**config.mk**
```make
export PLATFORM = sky130hd
export DESIGN_NAME = bootrom_loader_flat
export DESIGN_NICKNAME = d
export VERILOG_FILES = /design/src/rtl/bootrom_loader_pkg.sv /design/src/rtl/bootrom_loader_if.sv /design/src/rtl/bootrom_loader.sv /design/src/flat_wrapper.sv
export SDC_FILE = /design/constraint.sdc
export NUM_CORES = 1
export LEC_CHECK = 0
export ABC_CLOCK_PERIOD_IN_PS = 2100
export BUFFER_PORTS_ARGS = -buffer_cell sky130_fd_sc_hd__buf_4
export CORE_ASPECT_RATIO = 0.75
export CORE_MARGIN = 5
export CORE_UTILIZATION = 40
export DETAILED_ROUTE_END_ITERATION = 8
export PLACE_DENSITY = 0.65
export SYNTH_ARGS = -nofsm -noshare
export SYNTH_HDL_FRONTEND = slang
export SYNTH_SLANG_ARGS = --single-unit
```
**constraint.sdc**
```tcl
create_clock -name I_clk -period 2.1 [get_ports I_clk]
set_input_delay 0 -clock I_clk [delete_from_list [all_inputs] [get_ports I_clk]]
set_output_delay 0 -clock I_clk [all_outputs]
set_load 0.03 [all_outputs]
```
**src/rtl/bootrom_loader_pkg.sv**
```systemverilog
// Shared types and widths for the boot ROM copy engine.
package bootrom_loader_pkg;

    localparam int ROM_AW = 8;
    localparam int MEM_AW = 16;
    localparam int MEM_DW = 16;

    typedef enum logic [2:0] {
        ST_IDLE    = 3'd0,
        ST_FETCH   = 3'd1,
        ST_CAPTURE = 3'd2,
        ST_WRITE   = 3'd3,
        ST_DONE    = 3'd4
    } state_t;

    // Byte offset of a 16-bit word inside the ROM (always even).
    function automatic logic [ROM_AW-1:0] rom_byte_addr(input logic [ROM_AW-2:0] idx);
        return {idx, 1'b0};
    endfunction

    // Byte offset of a word in destination memory, before adding the base.
    function automatic logic [MEM_AW-1:0] mem_byte_off(input logic [ROM_AW-1:0] idx);
        return {{(MEM_AW-ROM_AW-1){1'b0}}, idx, 1'b0};
    endfunction

endpackage

```
**src/rtl/bootrom_loader_if.sv**
```systemverilog
// ROM read port and memory write port of the boot ROM copy engine.
interface bootrom_loader_if;
    import bootrom_loader_pkg::*;

    logic              O_rom_enable;
    logic [ROM_AW-1:0] O_rom_addr;
    logic [MEM_DW-1:0] I_rom_data;
    logic [MEM_AW-1:0] O_mem_addr;
    logic [MEM_DW-1:0] O_mem_data;
    logic              O_mem_we;
    logic              I_mem_ready;

    modport master (
        output O_rom_enable, O_rom_addr, O_mem_addr, O_mem_data, O_mem_we,
        input  I_rom_data, I_mem_ready
    );

    modport slave (
        input  O_rom_enable, O_rom_addr, O_mem_addr, O_mem_data, O_mem_we,
        output I_rom_data, I_mem_ready
    );

endinterface

```
**src/rtl/bootrom_loader.sv**
```systemverilog
// Copies the boot ROM word-by-word into main memory, holding the CPU in reset until done.
// Optional running checksum of accepted words: define BOOTROM_LOADER_CHECKSUM_EN.
//
//  state   | meaning
//  --------+------------------------------------------------------------
//  IDLE    | waiting for I_start, CPU held in reset
//  FETCH   | ROM read enable high for the current word
//  CAPTURE | ROM word latched into the write data/address registers
//  WRITE   | write request held until memory accepts it
//  DONE    | copy complete, CPU released; left only by reset
module bootrom_loader
    import bootrom_loader_pkg::*;
#(
    parameter int                ROM_BYTES = 256,
    parameter logic [MEM_AW-1:0] DEST_BASE = 16'h0000
) (
    input  logic I_clk,
    input  logic I_reset_n,
    input  logic I_start,
    bootrom_loader_if.master bus,
    output logic O_busy,
    output logic O_done,
    output logic O_cpu_reset
`ifdef BOOTROM_LOADER_CHECKSUM_EN
    ,
    output logic [MEM_DW-1:0] O_checksum
`endif
);

    localparam logic [ROM_AW-1:0] LAST_IDX = ROM_AW'(ROM_BYTES / 2 - 1);

    state_t            state_q;
    logic [ROM_AW-1:0] count_q;
    logic [ROM_AW-1:0] count_d;
    logic              rom_en_q;
    logic [ROM_AW-1:0] rom_addr_q;
    logic [MEM_AW-1:0] mem_addr_q;
    logic [MEM_DW-1:0] mem_data_q;
    logic              mem_we_q;
    logic              busy_q;
    logic              done_q;
    logic              cpu_reset_q;
    logic              accept;
`ifdef BOOTROM_LOADER_CHECKSUM_EN
    logic [MEM_DW-1:0] checksum_q;
`endif

    assign count_d = count_q + 1'b1;
    assign accept  = mem_we_q & bus.I_mem_ready;

    always_ff @(posedge I_clk) begin
        if (!I_reset_n) begin
            state_q     <= ST_IDLE;
            count_q     <= '0;
            rom_en_q    <= 1'b0;
            rom_addr_q  <= '0;
            mem_addr_q  <= '0;
            mem_data_q  <= '0;
            mem_we_q    <= 1'b0;
            busy_q      <= 1'b0;
            done_q      <= 1'b0;
            cpu_reset_q <= 1'b1;
`ifdef BOOTROM_LOADER_CHECKSUM_EN
            checksum_q  <= '0;
`endif
        end else begin
            case (state_q)
                ST_IDLE: begin
                    if (I_start) begin
                        state_q    <= ST_FETCH;
                        busy_q     <= 1'b1;
                        rom_en_q   <= 1'b1;
                        rom_addr_q <= rom_byte_addr(count_q[ROM_AW-2:0]);
                    end
                end
                ST_FETCH: begin
                    rom_en_q <= 1'b0;
                    state_q  <= ST_CAPTURE;
                end
                ST_CAPTURE: begin
                    mem_data_q <= bus.I_rom_data;
                    mem_addr_q <= DEST_BASE + mem_byte_off(count_q);
                    mem_we_q   <= 1'b1;
                    state_q    <= ST_WRITE;
                end
                ST_WRITE: begin
                    if (accept) begin
                        mem_we_q <= 1'b0;
                        count_q  <= count_d;
`ifdef BOOTROM_LOADER_CHECKSUM_EN
                        checksum_q <= checksum_q + mem_data_q;
`endif
                        // Flags flip on the accepting edge so busy ends with the last write.
                        if (count_q == LAST_IDX) begin
                            state_q     <= ST_DONE;
                            busy_q      <= 1'b0;
                            done_q      <= 1'b1;
                            cpu_reset_q <= 1'b0;
                        end else begin
                            state_q    <= ST_FETCH;
                            rom_en_q   <= 1'b1;
                            rom_addr_q <= rom_byte_addr(count_d[ROM_AW-2:0]);
                        end
                    end
                end
                ST_DONE: begin
                    state_q <= ST_DONE;
                end
                default: begin
                    state_q <= ST_IDLE;
                end
            endcase
        end
    end

    assign bus.O_rom_enable = rom_en_q;
    assign bus.O_rom_addr   = rom_addr_q;
    assign bus.O_mem_addr   = mem_addr_q;
    assign bus.O_mem_data   = mem_data_q;
    assign bus.O_mem_we     = mem_we_q;
    assign O_busy           = busy_q;
    assign O_done           = done_q;
    assign O_cpu_reset      = cpu_reset_q;
`ifdef BOOTROM_LOADER_CHECKSUM_EN
    assign O_checksum       = checksum_q;
`endif

endmodule

```
**src/flat_wrapper.sv**
```systemverilog
// flat-port wrapper written by rule: the top's interface ports become plain ports
module bootrom_loader_flat import bootrom_loader_pkg::*;
#(
    parameter int                ROM_BYTES = 256,
    parameter logic [MEM_AW-1:0] DEST_BASE = 16'h0000
)
  (I_clk, I_reset_n, I_start, O_busy, O_done, O_cpu_reset, bus_O_rom_enable, bus_O_rom_addr, bus_O_mem_addr, bus_O_mem_data, bus_O_mem_we, bus_I_rom_data, bus_I_mem_ready);
  bootrom_loader_if bus_i ();
  input  logic I_clk;
  input  logic I_reset_n;
  input  logic I_start;
  output logic O_busy;
  output logic O_done;
  output logic O_cpu_reset;
  output wire logic [$bits(bus_i.O_rom_enable)-1:0] bus_O_rom_enable;
  output wire logic [$bits(bus_i.O_rom_addr)-1:0] bus_O_rom_addr;
  output wire logic [$bits(bus_i.O_mem_addr)-1:0] bus_O_mem_addr;
  output wire logic [$bits(bus_i.O_mem_data)-1:0] bus_O_mem_data;
  output wire logic [$bits(bus_i.O_mem_we)-1:0] bus_O_mem_we;
  input wire logic [$bits(bus_i.I_rom_data)-1:0] bus_I_rom_data;
  input wire logic [$bits(bus_i.I_mem_ready)-1:0] bus_I_mem_ready;
  assign bus_O_rom_enable = bus_i.O_rom_enable;
  assign bus_O_rom_addr = bus_i.O_rom_addr;
  assign bus_O_mem_addr = bus_i.O_mem_addr;
  assign bus_O_mem_data = bus_i.O_mem_data;
  assign bus_O_mem_we = bus_i.O_mem_we;
  assign bus_i.I_rom_data = bus_I_rom_data;
  assign bus_i.I_mem_ready = bus_I_mem_ready;
  bootrom_loader #(.ROM_BYTES(ROM_BYTES), .DEST_BASE(DEST_BASE)) u_core (.I_clk(I_clk), .I_reset_n(I_reset_n), .I_start(I_start), .bus(bus_i), .O_busy(O_busy), .O_done(O_done), .O_cpu_reset(O_cpu_reset));
endmodule
```
# == Word level (Yosys, flattened, before mapping) ==
# Cells that the tools add are included.
# Widths: inputs -> output; s select.
# totals
register_bits,48
# op_classes
reduce_logical,11
n_eq_ne,9
add_sub_neg,1
muxes,17
n_bitwise,1
# ops
op,n
$mux 8,3
$pmux 8 s2,1
$pmux 3 s5,1
$reduce_and 4->1,3
$mux 3,3
$add 8x1->8 const B,1
$eq 8x7->1 const B,1
$eq 3x2->1 const B,2
$mux 1,6
$reduce_and 2->1,3
$ne 2x1->1 const B,2
$ne 2x2->1 const B,2
$pmux 1 s2,2
$reduce_bool 2->1,2
$eq 3x1->1 const B,1
$eq 3x3->1 const B,1
$logic_not 3->1,1
$pmux 1 s3,1
$reduce_and 3->1,1
$reduce_bool 3->1,1
$and 1x1->1,1

# == Logic depth before layout (Yosys ltp) ==
# logic_depth
word_depth,4
mapped_depth,7

# == Least setup slack after synthesis ==
# OpenSTA, ideal clock, no wires.
# synth_path
path_kind,flip-flop to flip-flop
from,register u_core.count_q[0]
to,"register u_core.rom_addr_q[4], in the netlist u_core.bus.O_rom_addr[4]"
stages_incl_launch_ff,8
synth_period_minus_slack_ps,1621
path_slack_ps,479
required_time_ps,1967
t_arrival_ps,1488
setup_ps,133
path_cell_list,dfxtp_1 -> ha_1 -> nand4_1 -> or3_1 -> buf_2 -> buf_6 -> a21oi_2 -> a311oi_1
# synth_between
elab_chain_len,4
elab_cells_between_ends,7
# synth_rtl
element,line_no,text
"start, declared",bootrom_loader.sv:33,logic [ROM_AW-1:0] count_q;
"start signal, assigned",bootrom_loader.sv:89,count_q <= count_d;
$add 8x1->8,bootrom_loader.sv:48,assign count_d = count_q + 1'b1;
$mux 8,bootrom_loader.sv:94,if (count_q == LAST_IDX) begin
$mux 8,bootrom_loader.sv:87,if (accept) begin
$pmux 8 s2,bootrom_loader.sv:67,case (state_q)
"end signal, assigned",bootrom_loader.sv:73,rom_addr_q <= rom_byte_addr(count_q[ROM_AW-2:0]);
"end signal, assigned",bootrom_loader.sv:102,rom_addr_q <= rom_byte_addr(count_d[ROM_AW-2:0]);
"end, declared",bootrom_loader.sv:36,logic [ROM_AW-1:0] rom_addr_q;
# Several ways; a longest one is shown, not always the timed one. The select of a mux whose other input is x is not followed.
# A chain may end at the register's enable or synchronous reset.

# == Final worst setup path ==
# layout_path
from,register u_core.count_q[0]
to,"register u_core.rom_addr_q[7], in the netlist u_core.bus.O_rom_addr[7]"
# The elaborated chain is that of the path after synthesis.

==> flow_metrics.env <==
export IMPL_worstMarginPinSlew_ns=0.5543
export IMPL_max_stage_delay_ns=0.63
export IMPL_synth_edf_count=0
export IMPL_status="finished, final reports clean"
export IMPL_wl_mm=4.927
export IMPL_rows=22
export IMPL_drc=0
export IMPL_cts_setup_buffers=0
export IMPL_critical_path_class="register to register"
export IMPL_dp_worst_setup_slack_ns=0.2663
export IMPL_dp_cells=345
export IMPL_htree_levels=2
export IMPL_p_leak_nw=1.061
export IMPL_tns_ns=0
export IMPL_max_cap_violations=0
export IMPL_synthFlopType="dfxtp_1"
export IMPL_area_delta_synth_final_pct=30.94
export IMPL_slew_headroom_pct=63.05
export IMPL_cp_max_fo=14
export IMPL_setup_slack_ns=0.2434
export IMPL_cp_num_buf_inv=0
export IMPL_fmax_mhz=538.6
export IMPL_whs_path_depth=3
export IMPL_viasPerCell=4.954
export IMPL_yosys_warnings=0
export IMPL_num_nets_final=330
export IMPL_cp_start_kind="register"
export IMPL_dpl_instance_area_mm2=0.002440
export IMPL_cts_buffers=5
export IMPL_min_delay_start="I_start"
export IMPL_hp_class="input port to register"
export IMPL_cp_end_kind="register"
export IMPL_fin_crit_sh_pct=88.41
export IMPL_final_common_cell="buf_4"
export IMPL_grt_pass1_vias=1707
export IMPL_synthArstFlopShare_pct=0
export IMPL_start_util_pct=41.77
export IMPL_routedWlPerCell_um=13.32
export IMPL_cp_data_required_time_ns=2.26
export IMPL_hold_buffers=17
export IMPL_critical_path_top_delay_family="simple AND/OR/NAND/NOR gates"
export IMPL_worst_r2r_setup_slack_ns=0.24
export IMPL_crit_slowest_cell="or3_1"
export IMPL_grt_pass1_wl_mm=8.004
export IMPL_routabilityCongestion=0.8403
export IMPL_crit_chain="ha_1 -> nand4_1 -> or3_1 -> a21oi_1 -> a311oi_1"
export IMPL_syn_inst=247
export IMPL_port_buffers=55
export IMPL_path_clk_slew_ns=0.09
export IMPL_design_portCount=65
export IMPL_synth_distinct_cells=36
export IMPL_synth_cell_area_mm2=0.002058
export IMPL_r2r_start="u_core.count_q[0]$_SDFFE_PN0P_"
export IMPL_antennaDiodeCount=0
export IMPL_reg2reg_to="u_core.bus.O_rom_addr[7]$_SDFFE_PN0P_"
export IMPL_coreArea_mm2=0.004927
export IMPL_die_area_mm2=0.006695
export IMPL_rsz0062_at_grt="false"
export IMPL_die_h_um=72.12
export IMPL_stdcell_area_mm2=0.002695
export IMPL_synth_area_leaders="dfxtp_1, nand2_1, a21oi_1"
export IMPL_seq_area_frac_synth_pct=45.71
export IMPL_overflow=0
export IMPL_dp_hpwl_mm=3.399
export IMPL_cp_arrival_ns=2.01
export IMPL_netlist_area_leader_share_pct=45.71
export IMPL_avgSynthCellArea_um2=8.333
export IMPL_hold_viol_final=0
export IMPL_firstDrtPassIters=4
export IMPL_drive_gt1_share_pct=25.16
export IMPL_reg2regPathDepth=5
export IMPL_clockRootBuffer="clkbuf_8"
export IMPL_slew_violations=0
export IMPL_min_period_ns=1.857
export IMPL_drt_iter0_markers=111
export IMPL_mostFrequentLayoutCells="buf_4, nand2_1, dfxtp_1, a21oi_1, dlygate4sd3_1"
export IMPL_cts_resized=0
export IMPL_cts_sinks=47
export IMPL_via_count=1833
export IMPL_yosys_area_top_type="dfxtp_1"
export IMPL_antenna_found_initial=0
export IMPL_power_density_mw_per_mm2=679.4
export IMPL_drtAntennaViolNets=0
export IMPL_clock_path_buffers=2
export IMPL_cts_tree="done"
export IMPL_final_cells=370
export IMPL_vdd_drop_max_mv=0.4424
export IMPL_insertion_delay_ns=0.30
export IMPL_track_usage_pct=14.92
export IMPL_grt_max_degree=36
export IMPL_die_w_um=92.83
export IMPL_fin_skew_ns=0.009592
export IMPL_setup_viol=0
export IMPL_min_to="u_core.state_q[0]$_SDFFE_PN0P_"
export IMPL_ys_ff_latch=47
-- worst max-delay path by stage --
stage	startpoint	endpoint	slack, ns	cells past startpoint
final	u_core.count_q[0]$_SDFFE_PN0P_	u_core.bus.O_rom_addr[7]$_SDFFE_PN0P_	0.24	5
after global routing	u_core.count_q[0]$_SDFFE_PN0P_	u_core.bus.O_rom_addr[6]$_SDFFE_PN0P_	0.1	4
after CTS	u_core.count_q[0]$_SDFFE_PN0P_	u_core.bus.O_rom_addr[7]$_SDFFE_PN0P_	0.25	5
after detailed placement	u_core.count_q[0]$_SDFFE_PN0P_	u_core.bus.O_rom_addr[3]$_SDFFE_PN0P_	0.27	5
after global placement	u_core.count_q[0]$_SDFFE_PN0P_	u_core.bus.O_rom_addr[7]$_SDFFE_PN0P_	0.35	5
after floorplan	u_core.count_q[0]$_SDFFE_PN0P_	u_core.bus.O_rom_addr[4]$_SDFFE_PN0P_	0.48	7
-- cell usage after synthesis (2+ instances only) --
cell and instances:
inv_1 3, xnor2_1 11, a21oi_1 32, buf_4 10, nor2_1 15, nor3_1 6, a21oi_2 3, o21a_1 2
o21ai_0 4, dfxtp_1 47, nand4_1 2, buf_2 5, buf_6 4, mux2i_1 2, nand2_1 55, a311oi_1 7
nand3_1 5, nor4_1 3, nand2b_1 2, clkbuf_1 11, or2_2 3
-- registers in the layout, summed over array words and instances, names as in the netlist --
name	count
u_core.O_cpu_reset	1
u_core.count_q	8
u_core.state_q	3
u_core.bus.O_rom_addr	7
u_core.bus.O_mem_addr	8
u_core.bus.O_mem_data	16
u_core.O_done	1
u_core.O_busy	1
u_core.bus.O_mem_we	1
u_core.bus.O_rom_enable	1
-- layer usage --
metal	part of all wire [%]	routed length (um)	track usage [%]
met1	49	2424	20.38
met2	43	2102	22.03
met3	6.4	313	4.456
met4	1.7	86	6.179
met5	0	0	0
-- cell type report --
cell class,count,area (um^2)
tap,60,75.07
inverter,4,15.01
clock buffer,6,72.57
timing repair buffer,77,633.1
multi-input combinational,174,945.9
sequential,47,940.9
fill,474,2232
clock inverter,2,12.51
-- stage by stage --
stage               utilization (%)  hold WS, ns  power, mW
floorplan                         -      0.06194      1.192
global placement              49.52       0.2243      1.283
detailed placement            49.52       0.2287      1.288
CTS                           54.70      0.05152      1.848
global route                  54.70      0.06679      1.914
finish                        54.70      0.06208      1.831
-- logic make-up (layout without fill, tap and decap cells) --
kind of cell,after synthesis,after routing,share of synthesized area (%)
XOR/XNOR,12,12,5.106
other,1,9,0.1822
flip-flops,47,47,45.71
buffers and inverters,34,89,9.787
adder cells (fa/ha/maj),1,1,0.6078
AO/OA/AOI/OAI,50,50,14.83
multiplexers,2,2,0.9727
AND/OR/NAND/NOR,100,100,22.80
-- power by group --
part           switching (mW)  internal, mW
combinational           0.198         0.135
clock                   0.308         0.233
sequential             0.0284         0.929
-- worst reg2reg max path, delay by kind of cell (launching register included) --
| family | cells | cell delay [ns] |
|---|---|---|
| and+or+nand+nor | 2 | 0.76 |
| adders and majority gates | 1 | 0.25 |
| AOI/OAI and AO/OA | 2 | 0.28 |
| DFF | 1 | 0.43 |
Note: power is estimated with default switching activity, not from simulation.
